`config.mk`:
```
export PLATFORM = sky130hd
export DESIGN_NAME = pc_unit
export DESIGN_NICKNAME = d
export VERILOG_FILES = /design/src/rtl/pc_pkg.sv /design/src/rtl/pc_sext.sv /design/src/rtl/pc_unit.sv
export SDC_FILE = /design/constraint.sdc
export NUM_CORES = 1
export LEC_CHECK = 0
export CAP_MARGIN = 20
export CORE_ASPECT_RATIO = 0.6
export CORE_UTILIZATION = 40
export DETAILED_ROUTE_END_ITERATION = 16
export PLACE_DENSITY = 0.69
export SLEW_MARGIN = 20
export SYNTH_ARGS = -nofsm -noshare
export SYNTH_HDL_FRONTEND = slang
export SYNTH_SLANG_ARGS = --single-unit
export TNS_END_PERCENT = 10
```
`constraint.sdc`:
```
create_clock -name clka -period 2.9 [get_ports clka]
set_input_delay 0.725 -clock clka [delete_from_list [all_inputs] [get_ports clka]]
set_output_delay 0.725 -clock clka [all_outputs]
set_load 0.02 [all_outputs]
```
`src/rtl/pc_pkg.sv`:
```
// Shared types and default widths for the program-counter stage.
// Optional trace outputs in pc_unit are enabled by defining PC_UNIT_TRACE_EN.
package pc_pkg;

  localparam int unsigned PC_WIDTH_DEF     = 16;
  localparam int unsigned OFFSET_WIDTH_DEF = 9;
  localparam int unsigned CNT_WIDTH_DEF    = 16;
  localparam logic [PC_WIDTH_DEF-1:0] RESET_VECTOR_DEF = 16'h0000;

  typedef enum logic {
    RUN    = 1'b0,
    HALTED = 1'b1
  } pc_state_e;

  // Sign-extend a default-width branch offset to the default PC width.
  function automatic logic [PC_WIDTH_DEF-1:0] sext_offset(input logic [OFFSET_WIDTH_DEF-1:0] off);
    return PC_WIDTH_DEF'($signed(off));
  endfunction

endpackage

```
`src/rtl/pc_sext.sv`:
```
// Combinational two's-complement sign extender, IN_WIDTH -> OUT_WIDTH.
module pc_sext #(
  parameter int unsigned IN_WIDTH  = 9,
  parameter int unsigned OUT_WIDTH = 16
) (
  input  logic [IN_WIDTH-1:0]  raw,
  output logic [OUT_WIDTH-1:0] extended
);

  assign extended = OUT_WIDTH'($signed(raw));

endmodule

```
`src/rtl/pc_unit.sv`:
```
// Program-counter stage: edge-detected latch strobe, sequential/relative next PC, halt, retire count.
// Define PC_UNIT_TRACE_EN to add last_src_out / last_taken_out trace registers.
module pc_unit
  import pc_pkg::*;
#(
  parameter int unsigned PC_WIDTH     = PC_WIDTH_DEF,
  parameter int unsigned OFFSET_WIDTH = OFFSET_WIDTH_DEF,
  parameter int unsigned CNT_WIDTH    = CNT_WIDTH_DEF,
  parameter logic [PC_WIDTH-1:0] RESET_VECTOR = PC_WIDTH'(RESET_VECTOR_DEF)
) (
  input  logic                    clka,
  input  logic                    reset_in,
  input  logic                    pc_latch_in,
  input  logic                    pc_ctl_0_in,
  input  logic [OFFSET_WIDTH-1:0] offset_in,
  input  logic                    halt_in,
  output logic [PC_WIDTH-1:0]     pc_out,
  output logic [PC_WIDTH-1:0]     npc_out,
  output logic                    halted_out,
  output logic                    update_out,
`ifdef PC_UNIT_TRACE_EN
  output logic [PC_WIDTH-1:0]     last_src_out,
  output logic                    last_taken_out,
`endif
  output logic [CNT_WIDTH-1:0]    retired_out
);

  pc_state_e             state;
  pc_state_e             state_next;
  logic                  latch_d;
  logic                  upd_evt;
  logic                  accept;
  logic [PC_WIDTH-1:0]   pc;
  logic [PC_WIDTH-1:0]   pc_seq;
  logic [PC_WIDTH-1:0]   pc_target;
  logic [PC_WIDTH-1:0]   offset_ext;
  logic [CNT_WIDTH-1:0]  retired;
  logic                  update;

  // A strobe held high yields one event; latch_d cleared on reset re-arms it.
  assign upd_evt = pc_latch_in & ~latch_d;

  pc_sext #(
    .IN_WIDTH  (OFFSET_WIDTH),
    .OUT_WIDTH (PC_WIDTH)
  ) u_sext (
    .raw      (offset_in),
    .extended (offset_ext)
  );

  assign pc_seq    = pc + PC_WIDTH'(1);
  assign pc_target = pc_seq + offset_ext;

  always_ff @(posedge clka) begin
    if (reset_in) state <= RUN;
    else          state <= state_next;
  end

  always_comb begin
    state_next = state;
    case (state)
      RUN:     if (upd_evt && halt_in) state_next = HALTED;
      HALTED:  state_next = HALTED;
      default: state_next = RUN;
    endcase
  end

  always_comb begin
    accept     = 1'b0;
    halted_out = 1'b0;
    case (state)
      RUN:     accept = upd_evt;
      HALTED:  halted_out = 1'b1;
      default: ;
    endcase
  end

  // HALT retires but leaves the PC in place; retire count saturates.
  always_ff @(posedge clka) begin
    if (reset_in) begin
      latch_d <= 1'b0;
      pc      <= RESET_VECTOR;
      update  <= 1'b0;
      retired <= '0;
    end else begin
      latch_d <= pc_latch_in;
      update  <= accept;
      if (accept && !halt_in) pc <= pc_ctl_0_in ? pc_target : pc_seq;
      if (accept && (retired != '1)) retired <= retired + CNT_WIDTH'(1);
    end
  end

`ifdef PC_UNIT_TRACE_EN
  logic [PC_WIDTH-1:0] last_src;
  logic                last_taken;

  always_ff @(posedge clka) begin
    if (reset_in) begin
      last_src   <= '0;
      last_taken <= 1'b0;
    end else if (accept) begin
      last_src   <= pc;
      last_taken <= pc_ctl_0_in & ~halt_in;
    end
  end

  assign last_src_out   = last_src;
  assign last_taken_out = last_taken;
`endif

  assign pc_out      = pc;
  assign npc_out     = pc_seq;
  assign update_out  = update;
  assign retired_out = retired;

endmodule
```
# Yosys cells after proc, flatten, opt, wreduce, memory -nomap -nowiden
# Index checks and enable logic that the tools add are counted.
[word_totals] register_bits=35 latch_bits=0 ram_bits=0 mem_bits_ro=0 in_bits=14 elab_cells=21 memories=0
[classes] add_sub_neg=3 mul=0 n_div=0 n_lt_le_gt_ge=0 n_eq_ne=1 n_shift=0 n_mux=5 bitwise_logic=3 n_reduce_logical=4
[ops] op="adder 16 x 1 -> 16 bit, second input constant" count=2
[ops] op="adder 16 bit" count=1
[ops] op="two-way mux 16 bit" count=1
[ops] op="!= test 16 bit, second input constant" count=1
[ops] op="logical AND 1 bit" count=3
[ops] op="two-way mux 1 bit" count=3
[ops] op="inverter 1 bit" count=2
[ops] op="one-hot mux 1 bit (2 select lines)" count=1
[ops] op="AND 1 bit" count=1
[ops] op="zero test 1 bit" count=1

# Depth between registers and ports, before layout
# Gate-level depths: netlist of the first run.
[depth] word_depth=5 mapped_depth=14 depth_no_buf=14

# Modules after synthesis
# Synthesis of the first run repeated with hierarchy kept, for this count alone.
[hier_totals] hier_cells=360 hier_area_um2=2802.7
[by_module_without_submodules] mod="pc_unit" n_inst=1 cells_each=344 area_per_inst_um2=2682.6 seq_area_each_um2=700.7
[by_module_without_submodules] mod="pc_sext" n_inst=1 cells_each=16 area_per_inst_um2=120.1 seq_area_each_um2=0.0

# Worst setup path after synthesis of the first run
# OpenSTA, ideal clock, no wires.
[synth_timing] kind="reg2reg" startpoint="reg pc[0], in the netlist pc_out[0]" endpoint="reg pc[15], in the netlist pc_out[15]" setup_time_ps=123 arrival_time_ps=3543 required_ps=2777 path_slack_ps=-767 path_stages_with_launch=15 synth_period_minus_slack_ps=3667 cell_sequence="dfxtp_1 > ha_1 > nand3_1 > nor2_1 > and4_1 > xor2_1 > ha_1 > clkbuf_1 > a21oi_1 > o21ai_0 > a31oi_2 > o2111a_1 > a21oi_1 > o2111ai_1 > mux2_1"
[synth_via] elab_chain_cells=3
[synth_lines] item="start: declaration" line="pc_unit.sv:33" text="logic [PC_WIDTH-1:0] pc;"
[synth_lines] item="start signal: assignment" line="pc_unit.sv:88" text="if (accept && !halt_in) pc <= pc_ctl_0_in ? pc_target : pc_seq;"
[synth_lines] item="adder 16 x 1 -> 16 bit" line="pc_unit.sv:51" text="assign pc_seq = pc + PC_WIDTH'(1);"
[synth_lines] item="net npc_out[10]" line="pc_unit.sv:18" text="output logic [PC_WIDTH-1:0] npc_out,"
[synth_lines] item="adder 16 bit" line="pc_unit.sv:52" text="assign pc_target = pc_seq + offset_ext;"
[synth_lines] item="two-way mux 16 bit" line="pc_unit.sv:88"
# The timed path passes the listed nets, and every way through them passes these cells.
# A chain may end at the register's enable or synchronous reset.

# Worst setup path after layout of the first run
[layout_timing] startpoint="in offset_in[1]" endpoint="reg pc[15], in the netlist pc_out[15]"
[layout_via] elab_chain_cells=2
[layout_lines] item="start: declaration" line="pc_unit.sv:15" text="input logic [OFFSET_WIDTH-1:0] offset_in,"
[layout_lines] item="adder 16 bit" line="pc_unit.sv:52"
[layout_lines] item="two-way mux 16 bit" line="pc_unit.sv:88"
# No other way between the ends.

==> results of run 1 <==
==> power by group through the flow <==
stage / logic [mW] / clock network [mW] / registers (mW)
floorplan: 0.193 / 0 / 0.541
global placement: 0.379 / 0 / 0.516
detailed placement: 0.388 / 0 / 0.516
CTS: 0.390 / 0.600 / 0.506
global route: 0.438 / 0.618 / 0.508
finish: 0.405 / 0.594 / 0.506
==> layout make-up <==
type                       count  share of cell area [%]
inverter                      11                  0.9399
timing repair buffer         134                   26.40
sequential                    35                   16.60
clock inverter                 1                  0.1139
clock buffer                   7                   3.731
tap                           84                   2.392
multi-input combinational    284                   49.81
==> routing by layer <==
layer  GRT usage, %  wire [um]
met1          37.76       4414
met2          39.33       3631
met3          6.108        679
met4          4.561         53
met5              0          0
==> per-stage QoR <==
step	instance area, um^2	worst slack (ns)	hold slack, ns	TNS [ns]
after global placement	4144	-0.2633	0.4935	-0.9373
after CTS	4314	-0.1931	0.5364	-0.2868
after floorplan	2955	-0.05946	0.4843	-0.05946
final	4393	-0.03943	0.5381	-0.03943
after global routing	4393	-0.1900	0.5538	-0.2115
after detailed placement	4144	-0.3373	0.5238	-1.453
==> state kept, by name, summed over array words and instances (netlist names) <==
signal       count
state            1
pc_out          16
latch_d          1
retired_out     16
update_out       1
==> path summary, 6_finish.rpt <==
check,end,depth (start not counted)
min reg2reg,retired_out[4],2
min,retired_out[4],2
max reg2reg,pc_out[15],12
max,pc_out[15],10
==> worst max-delay path: stages <==
cell,delay (ns)
clkdlybuf4s50_1,0.48
ha_1,0.34
a211oi_1,0.25
buf_4,0.17
o211ai_1,0.11
a31oi_4,0.23
o2111a_1,0.20
a21oi_1,0.05
o2111ai_1,0.20
mux2_1,0.34
==> kinds of logic (layout without fill, tap and decap cells) <==
group | after synthesis | count (layout) | synth area share, %
compound gates | 91 | 91 | 21.94
xor+xnor | 36 | 36 | 11.61
fa+ha+maj | 22 | 22 | 10.41
buf+inv | 26 | 153 | 3.640
flops | 35 | 35 | 25.81
mux | 4 | 4 | 1.521
simple gates | 131 | 131 | 25.07
==> cell usage in the layout (no fill, tap or decap), types with 7 or more instances in the layout <==
cell	Yosys	final
nor3_1	9	8
o21ai_0	22	19
a21oi_1	25	19
nand4_1	8	8
dfxtp_1	35	24
nand2_1	23	23
inv_1	11	11
o21a_1	7	7
xor2_1	23	16
clkdlybuf4s50_1	0	57
nand3_1	14	13
nor2_1	44	41
ha_1	21	17
a22oi_1	7	7
xnor2_1	13	11
buf_4	0	71
==> repair_timing <==
| item | in CTS | in global routing |
|---|---|---|
| buffers inserted | 0 | 2 |
| gates resized for setup | 6 | 14 |
| pin swaps | 1 | 6 |
| setup endpoints to repair | 8 | 11 |
| endpoints found under the hold margin | 0 | 0 |
==> flow_summary.ini, run 1 <==
[final_layout]
finalNetCount = 507
synthToLayoutAreaGrowth_pct = 61.80
fillers = 511
regArea_um2 = 729.5
final_cells = 556
utilization_pct = 69.39
drive_gt1_share_pct = 27.75
diodes = 0
multi_input_area_um2 = 2188

[route]
wl_um = 8780
first_iter_violations = 153
vias_per_cell = 5.498
drc = 0
via_count = 3057
ant_nets = 0
avgRoutedWirePerCell_um = 15.79
drtPass1Iterations = 5

[synthesis]
synth_cell_type_count = 54
synth_area_um2 = 2715
synth_top_area_cell = dfxtp_1
synth_ff_type = dfxtp_1
yosys_register_bits = 35
synth_common_cells = 44 x nor2_1, 35 x dfxtp_1, 25 x a21oi_1
synth_nets = 381
synth_top_area_share_pct = 25.81
synthArstFlopShare_pct = 0
ys_warn_count = 0
synthTopCellsByArea = dfxtp_1 26%, ha_1 9.7%, xor2_1 7.4%
ys_seq_area_share_pct = 25.81
synth_cells = 345
yosysMostFrequentCell = nor2_1
synth_edf_count = 0
synth_area_per_cell_um2 = 7.870

[setup_path]
setup.worst_path.start_class = input pin
end_kind = flop
cp_max_fo = 3
cp_data_required_time_ns = 3.06
crit_start = offset_in[1]
rrSetupSlack_ns = -0.03
crit_arrival_ns = 3.10
r2r-start = pc_out[1]
worstSetupPathType = in2reg

[pwr]
powerDensity_nw_per_um2 = 342.4
pwr-share-seq_pct = 33.6
clockPowerShare_pct = 39.5
worst_ir_drop_vdd_uv = 234.1
switching_share_pct = 28.22
internal_power_mw = 1.080
totalPowerFinal_mw = 1.504
power.leakage_nw = 1.816
p_comb_share_pct = 26.9
p_switching_mw = 0.4245

[worst_hold_path]
worstHoldStart = retired_out[4]
worst_hold_path_type = reg2reg

[clock_network]
cts_max_path_buffers = 2
clk_pin_slew_worst_paths_ns = 0.06
cts_tree = yes
h-tree-depth = 2
hold_buffers = 0
cts_root_buf = clkbuf_16
cts_buffers = 5
worstSkewPairLatency_ns = 0.28
cts_sinks = 35

[status]
violations = setup timing
status = finished, violations left

[timing]
hold_violations = 0
maxSlewHeadroom_pct = 70.66
rsz0062_at_grt = true
final-setup-viol-count = 1
setup_slack_ns = -0.03943
worstMarginPinSlew_ns = 0.4401
period_needed_ns = 2.939
max_freq_mhz = 340.2
fin_skew_ns = 0.004072
finalCritPeriodShare_pct = 101.4
slew_viol_final = 0

[die]
core_area_um2 = 6331
dieArea_um2 = 7132
die_h_um = 65.82
rows = 22
ios = 64
die_w_um = 108.4
start_util_pct = 42.89

[global_routing]
grt_usage_pct = 26.01
grt_pass1_wl_um = 14540
grt_max_degree = 36
grt-ovfl-total = 0
antenna_found_initial = 0
grt_pass1_vias = 2995

[placed_design]
dp_hpwl_um = 6667
io_buffers = 63
placed_cells = 546
place.gp.congestion = 0.9091

[flow_run]
maxCapViolations = 0
Note: power is estimated with default switching activity, not from simulation.
==> run 2: changes to the inputs <==
--- a/config.mk
+++ b/config.mk
@@ -10,7 +10,7 @@
 export CORE_UTILIZATION = 40
 export DETAILED_ROUTE_END_ITERATION = 16
 export PLACE_DENSITY = 0.69
-export SLEW_MARGIN = 20
+export SLEW_MARGIN = 10
 export SYNTH_ARGS = -nofsm -noshare
 export SYNTH_HDL_FRONTEND = slang
 export SYNTH_SLANG_ARGS = --single-unit
==> constraint.sdc (replaced) <==
create_clock -name clka -period 2.9 [get_ports clka]
set_input_delay 0.29 -clock clka [delete_from_list [all_inputs] [get_ports clka]]
set_output_delay 0.29 -clock clka [all_outputs]
set_load 0.02 [all_outputs]
==> run 2 against run 1 <==
The flow now finishes without violations; hold slack lost 0.019 ns; core utilization shrank 4.1 points; clock power grew 0.7%; fmax grew 3.0%; die area is the same; register-to-register slack gained 0.08 ns; sequential share of layout area grew 1.0 points; non-clock buffer count shrank 33; combinational power shrank 10%; wire length shrank 6.9%; flip-flop and latch count is the same; clock skew is essentially flat; critical path type is now reg2reg; largest cell class unchanged; largest power group unchanged.
==> flow_summary.ini, run 2 (synthesized netlist as in run 1, its figures left out) <==
[timing]
setup_slack_ns = 0.04670
worstMarginPinSlew_ns = 0.4777
fin_skew_ns = 0.003649
period_needed_ns = 2.853
finalCritPeriodShare_pct = 98.39
slew_viol_final = 0
final-setup-viol-count = 0
maxSlewHeadroom_pct = 68.05
rsz0062_at_grt = true
hold_violations = 0
max_freq_mhz = 350.5

[pwr]
powerDensity_nw_per_um2 = 355.5
p_comb_share_pct = 24.7
internal_power_mw = 1.055
totalPowerFinal_mw = 1.471
pwr-share-seq_pct = 34.7
worst_ir_drop_vdd_uv = 312.8
switching_share_pct = 28.27
p_switching_mw = 0.4158
power.leakage_nw = 1.611
clockPowerShare_pct = 40.6

[global_routing]
grt_usage_pct = 24.59
grt_pass1_wl_um = 13610
antenna_found_initial = 0
grt_pass1_vias = 2714
grt_max_degree = 35
grt-ovfl-total = 0

[die]
start_util_pct = 42.89
rows = 22
ios = 64
dieArea_um2 = 7132
die_w_um = 108.4
core_area_um2 = 6331
die_h_um = 65.82

[status]
status = completed

[setup_path]
cp_max_fo = 5
critical_path.max_stage_delay_ns = 0.38
worstSetupPathType = reg2reg
end_kind = flop
cp_slowest_cell = dfxtp_4
r2r-start = pc_out[1]
rrSetupSlack_ns = 0.05
r2r_end = pc_out[15]
crit_arrival_ns = 3.02
rr_worst_depth = 13
cp_data_required_time_ns = 3.06
setup.worst_path.start_class = flop
worstPathCellList = ha_4 -> nand3_4 -> nor2_4 -> and4_4 -> xor2_4 -> ha_1 -> a21oi_2 -> o21ai_1 -> a31oi_2 -> o2111a_1 -> a21oi_1 -> o2111ai_1 -> mux2_1

[placed_design]
io_buffers = 63
place_ws_ns = -0.08140
placed_area_um2 = 3881
dp_hpwl_um = 6197
place.gp.congestion = 0.8563

[route]
ant_nets = 0
drtPass1Iterations = 4
via_count = 2891
drc = 0
wl_um = 8170
first_iter_violations = 138
vias_per_cell = 5.528
avgRoutedWirePerCell_um = 15.62

[final_layout]
most-common-layout-cells = 63 x clkdlybuf4s50_1, 40 x nor2_1, 38 x buf_4
final_common_cell = clkdlybuf4s50_1
diodes = 0
drive_gt1_share_pct = 22.10
utilization_pct = 65.34
synthToLayoutAreaGrowth_pct = 52.35
fillers = 565
fin_area_um2 = 4136
finalNetCount = 474

[clock_network]
clk_pin_slew_worst_paths_ns = 0.06
worstSkewPairLatency_ns = 0.27
cts_max_path_buffers = 2
cts_sinks = 35
cts_root_buf = clkbuf_16
hold_buffers = 0
h-tree-depth = 2
cts_tree = yes
cts_buffers = 5

[worst_hold_path]
whs_endpoint = state
worst_hold_path_type = reg2reg
worstHoldStart = latch_d
hold_depth = 3

[flow_run]
maxCapViolations = 0
run 2: cell types whose count changed in the layout (fill, tap and decap cells not counted), sizes merged:
cell           delta
buf              -33
dlygate4sd2       -5
clkdlybuf4s50     +6
dlymetal6s2s      -1
run 2: worst max path at each step:
stage | from | endpoint | slack [ns] | cells past startpoint
after floorplan | pc_out[9] | pc_out[15] | -0.06 | 12
after global placement | pc_out[1] | pc_out[15] | -0.02 | 14
after detailed placement | pc_out[1] | pc_out[15] | -0.08 | 14
after CTS | pc_out[1] | pc_out[15] | -0.02 | 14
after global routing | pc_out[0] | pc_out[14] | -0.14 | 12
final | pc_out[1] | pc_out[15] | 0.05 | 13
run 2: power by group through the flow:
stage | combinational [mW] | sequential (mW) | clock (mW)
4_1_cts | 0.354 | 0.510 | 0.609
6_report | 0.363 | 0.510 | 0.598
3_5_place_dp | 0.351 | 0.520 | 0
2_1_floorplan | 0.193 | 0.541 | 0
5_1_grt | 0.396 | 0.512 | 0.630
3_3_place_gp | 0.349 | 0.519 | 0
run 2: what timing repair did:
action	4_1_cts	5_1_grt
endpoints found under the hold margin	0	0
buffers inserted	2	2
pin swaps	7	5
endpoints found under the setup margin	1	6
resized for setup	3	10
run 2: final cells by class:
cell class	instances	area, um^2	share of cell area (%)
timing repair buffer	101	915.9	22.14
multi-input combinational	284	2176	52.60
tap	84	105.1	2.541
clock buffer	7	163.9	3.962
sequential	35	729.5	17.63
clock inverter	1	5.005	0.1210
inverter	11	41.29	0.9982
run 2: through the flow:
| step | instances | hold slack (ns) | setup TNS, ns |
|---|---|---|---|
| after floorplan | 345 | 0.4182 | -0.05946 |
| after global placement | 511 | 0.4969 | -0.01725 |
| after detailed placement | 511 | 0.5136 | -0.09162 |
| after CTS | 521 | 0.5190 | -0.01940 |
| after global routing | 523 | 0.5613 | -0.2966 |
| final | 523 | 0.5194 | 0 |
run 2: critical path: cells and delay by family (launching register included):
family                   cells  cell delay, ns
AO/OA/AOI/OAI                6            0.93
AND/OR/NAND/NOR              3            0.50
adder cells (fa/ha/maj)      2            0.43
flip-flops                   1            0.38
multiplexers                 1            0.34
XOR/XNOR                     1            0.16
run 2: per-layer routing:
layer  up-vias  track usage (%)  part of all wire [%]
met4         0            3.041                  0.12
met1      1367            40.01                    54
met2        78            33.76                    40
met3         2            3.744                   5.1
li1       1444                -                     -
met5         -                0                     0
==> run 3: changes to the inputs <==
--- a/config.mk
+++ b/config.mk
@@ -9,7 +9,8 @@
 export CORE_ASPECT_RATIO = 0.6
 export CORE_UTILIZATION = 40
 export DETAILED_ROUTE_END_ITERATION = 16
-export PLACE_DENSITY = 0.69
+export GPL_ROUTABILITY_DRIVEN = 0
+export PLACE_DENSITY = 0.66
 export SLEW_MARGIN = 10
 export SYNTH_ARGS = -nofsm -noshare
 export SYNTH_HDL_FRONTEND = slang
==> constraint.sdc (replaced) <==
create_clock -name clka -period 3.31 [get_ports clka]
set_input_delay 0.331 -clock clka [delete_from_list [all_inputs] [get_ports clka]]
set_output_delay 0.331 -clock clka [all_outputs]
set_load 0.02 [all_outputs]
==> run 3 against run 2 <==
Register-to-register slack gained 0.08 ns; critical path type unchanged; largest cell class unchanged; highest routed layer unchanged; sequential power down 12%; non-clock buffer count decreased by 11; count of clock-buffer cells in the layout is 1 lower; final area down 4.4%.
==> flow_summary.ini, run 3 (synthesized netlist as in run 1, its figures left out) <==
[route]
first_iter_violations = 112
drc = 0
wl_um = 8069
ant_nets = 0
via_count = 2873
vias_per_cell = 5.611
drtPass1Iterations = 4
avgRoutedWirePerCell_um = 15.76

[die]
start_util_pct = 42.89
dieArea_um2 = 7132
rows = 22
die_h_um = 65.82
ios = 64
core_area_um2 = 6331
die_w_um = 108.4

[timing]
setup_tns_ns = 0
period_needed_ns = 3.184
hold_violations = 0
setup_slack_ns = 0.1255
timing.hold.ws_ns = 0.5289
rsz0062_at_grt = false
fin_skew_ns = 0.004675
finalCritPeriodShare_pct = 96.21
worstMarginPinSlew_ns = 0.6683
max_freq_mhz = 314.0
final-setup-viol-count = 0
slew_viol_final = 0
maxSlewHeadroom_pct = 55.31

[setup_path]
worstPathCellList = ha_2 -> nand3_2 -> nor2_2 -> and4_4 -> and3_4 -> xor2_4 -> ha_4 -> nand3_1 -> nand2_1 -> a21oi_4 -> nor4b_1 -> o31ai_1 -> o2111ai_2 -> mux2_4
critical_path.max_stage_delay_ns = 0.37
rr_worst_depth = 14
critPathTopFamily = simple AND/OR/NAND/NOR gates
cp_max_fo = 6
crit_arrival_ns = 3.35
rrSetupSlack_ns = 0.13
setup.worst_path.start_class = flop
r2r-start = pc_out[0]
r2r_end = pc_out[15]
worstSetupPathType = reg2reg
cp_slowest_cell = dfxtp_4
critical_path_buf_inv_count = 0
cp_data_required_time_ns = 3.47
end_kind = flop

[clock_network]
cts_tree = yes
cts_buffers = 5
cts_sinks = 35
cts_max_path_buffers = 2
hold_buffers = 0
cts_root_buf = clkbuf_16
worstSkewPairLatency_ns = 0.27
h-tree-depth = 2
clk_pin_slew_worst_paths_ns = 0.06

[pwr]
totalPowerFinal_mw = 1.306
worst_ir_drop_vdd_uv = 226.9
powerDensity_nw_per_um2 = 330.1
power.leakage_nw = 1.548

[final_layout]
fillers = 568
most-common-layout-cells = 63 x clkdlybuf4s50_1, 42 x nor2_1, 32 x dfxtp_1
utilization_pct = 62.47
finalNetCount = 463
synthToLayoutAreaGrowth_pct = 45.67
regArea_um2 = 706.9
multi_input_area_um2 = 2095
final_cells = 512
final_common_cell = clkdlybuf4s50_1
fin_area_um2 = 3955
drive_gt1_share_pct = 16.12
diodes = 0

[worst_hold_path]
whs_endpoint = retired_out[4]
hold_depth = 2
worst_hold_path_type = reg2reg
worstHoldStart = retired_out[4]

[placed_design]
placed_area_um2 = 3630
place_ws_ns = -0.2036
dp_hpwl_um = 6077
io_buffers = 63
placed_cells = 496

[status]
status = completed

[global_routing]
grt_pass1_wl_um = 13150
grt_max_degree = 38
grt_usage_pct = 23.95
antenna_found_initial = 0
grt-ovfl-total = 0
grt_pass1_vias = 2602

[flow_run]
maxCapViolations = 0
==> run 3: per-layer routing <==
| metal | wire length (um) | vias to the layer above | track usage [%] |
|---|---|---|---|
| li1 | - | 1415 | - |
| met1 | 4077 | 1350 | 36.91 |
| met2 | 3335 | 102 | 33.44 |
| met3 | 615 | 6 | 6.010 |
| met4 | 40 | 0 | 3.547 |
| met5 | 0 | - | 0 |
==> run 3: what timing repair did <==
item / 4_1_cts / 5_1_grt
gates cloned: 0 / 0
endpoints found under the setup margin: 1 / 2
resized for setup: 5 / 14
setup buffers: 2 / 6
pin swaps: 1 / 9
==> run 3: worst reg2reg max path: cells and delay by family (launching register included) <==
family,cells,cell delay (ns)
muxes,1,0.33
and+or+nand+nor,7,1.02
AOI/OAI and AO/OA,3,0.76
DFF,1,0.37
xor gates and xnor gates,1,0.18
adders and majority gates,2,0.43
==> run 3: final cells by class <==
class / count / area share (%)
clock inverters: 2 / 0.8858
well taps: 84 / 2.657
flip-flops and latches: 35 / 17.87
clock buffers: 6 / 3.512
multi-input cells: 284 / 52.96
repair buffers: 90 / 21.07
inverters: 11 / 1.044
==> run 3: power by group <==
part / switching [mW] / leakage, nW / total [mW] / internal (mW)
Sequential: 0.0149 / 0.286 / 0.449 / 0.434
Clock: 0.176 / 0.0868 / 0.551 / 0.374
Combinational: 0.166 / 1.18 / 0.306 / 0.140
==> run 3: how the worst max path moves through the flow <==
stage | start | to | slack [ns] | depth (start not counted)
finish | pc_out[0] | pc_out[15] | 0.13 | 14
global route | pc_out[1] | pc_out[15] | 0.01 | 13
CTS | pc_out[0] | pc_out[15] | 0.02 | 14
detailed placement | pc_out[0] | pc_out[15] | -0.20 | 14
global placement | pc_out[0] | pc_out[15] | -0.07 | 14
floorplan | pc_out[2] | pc_out[15] | 0.003 | 13
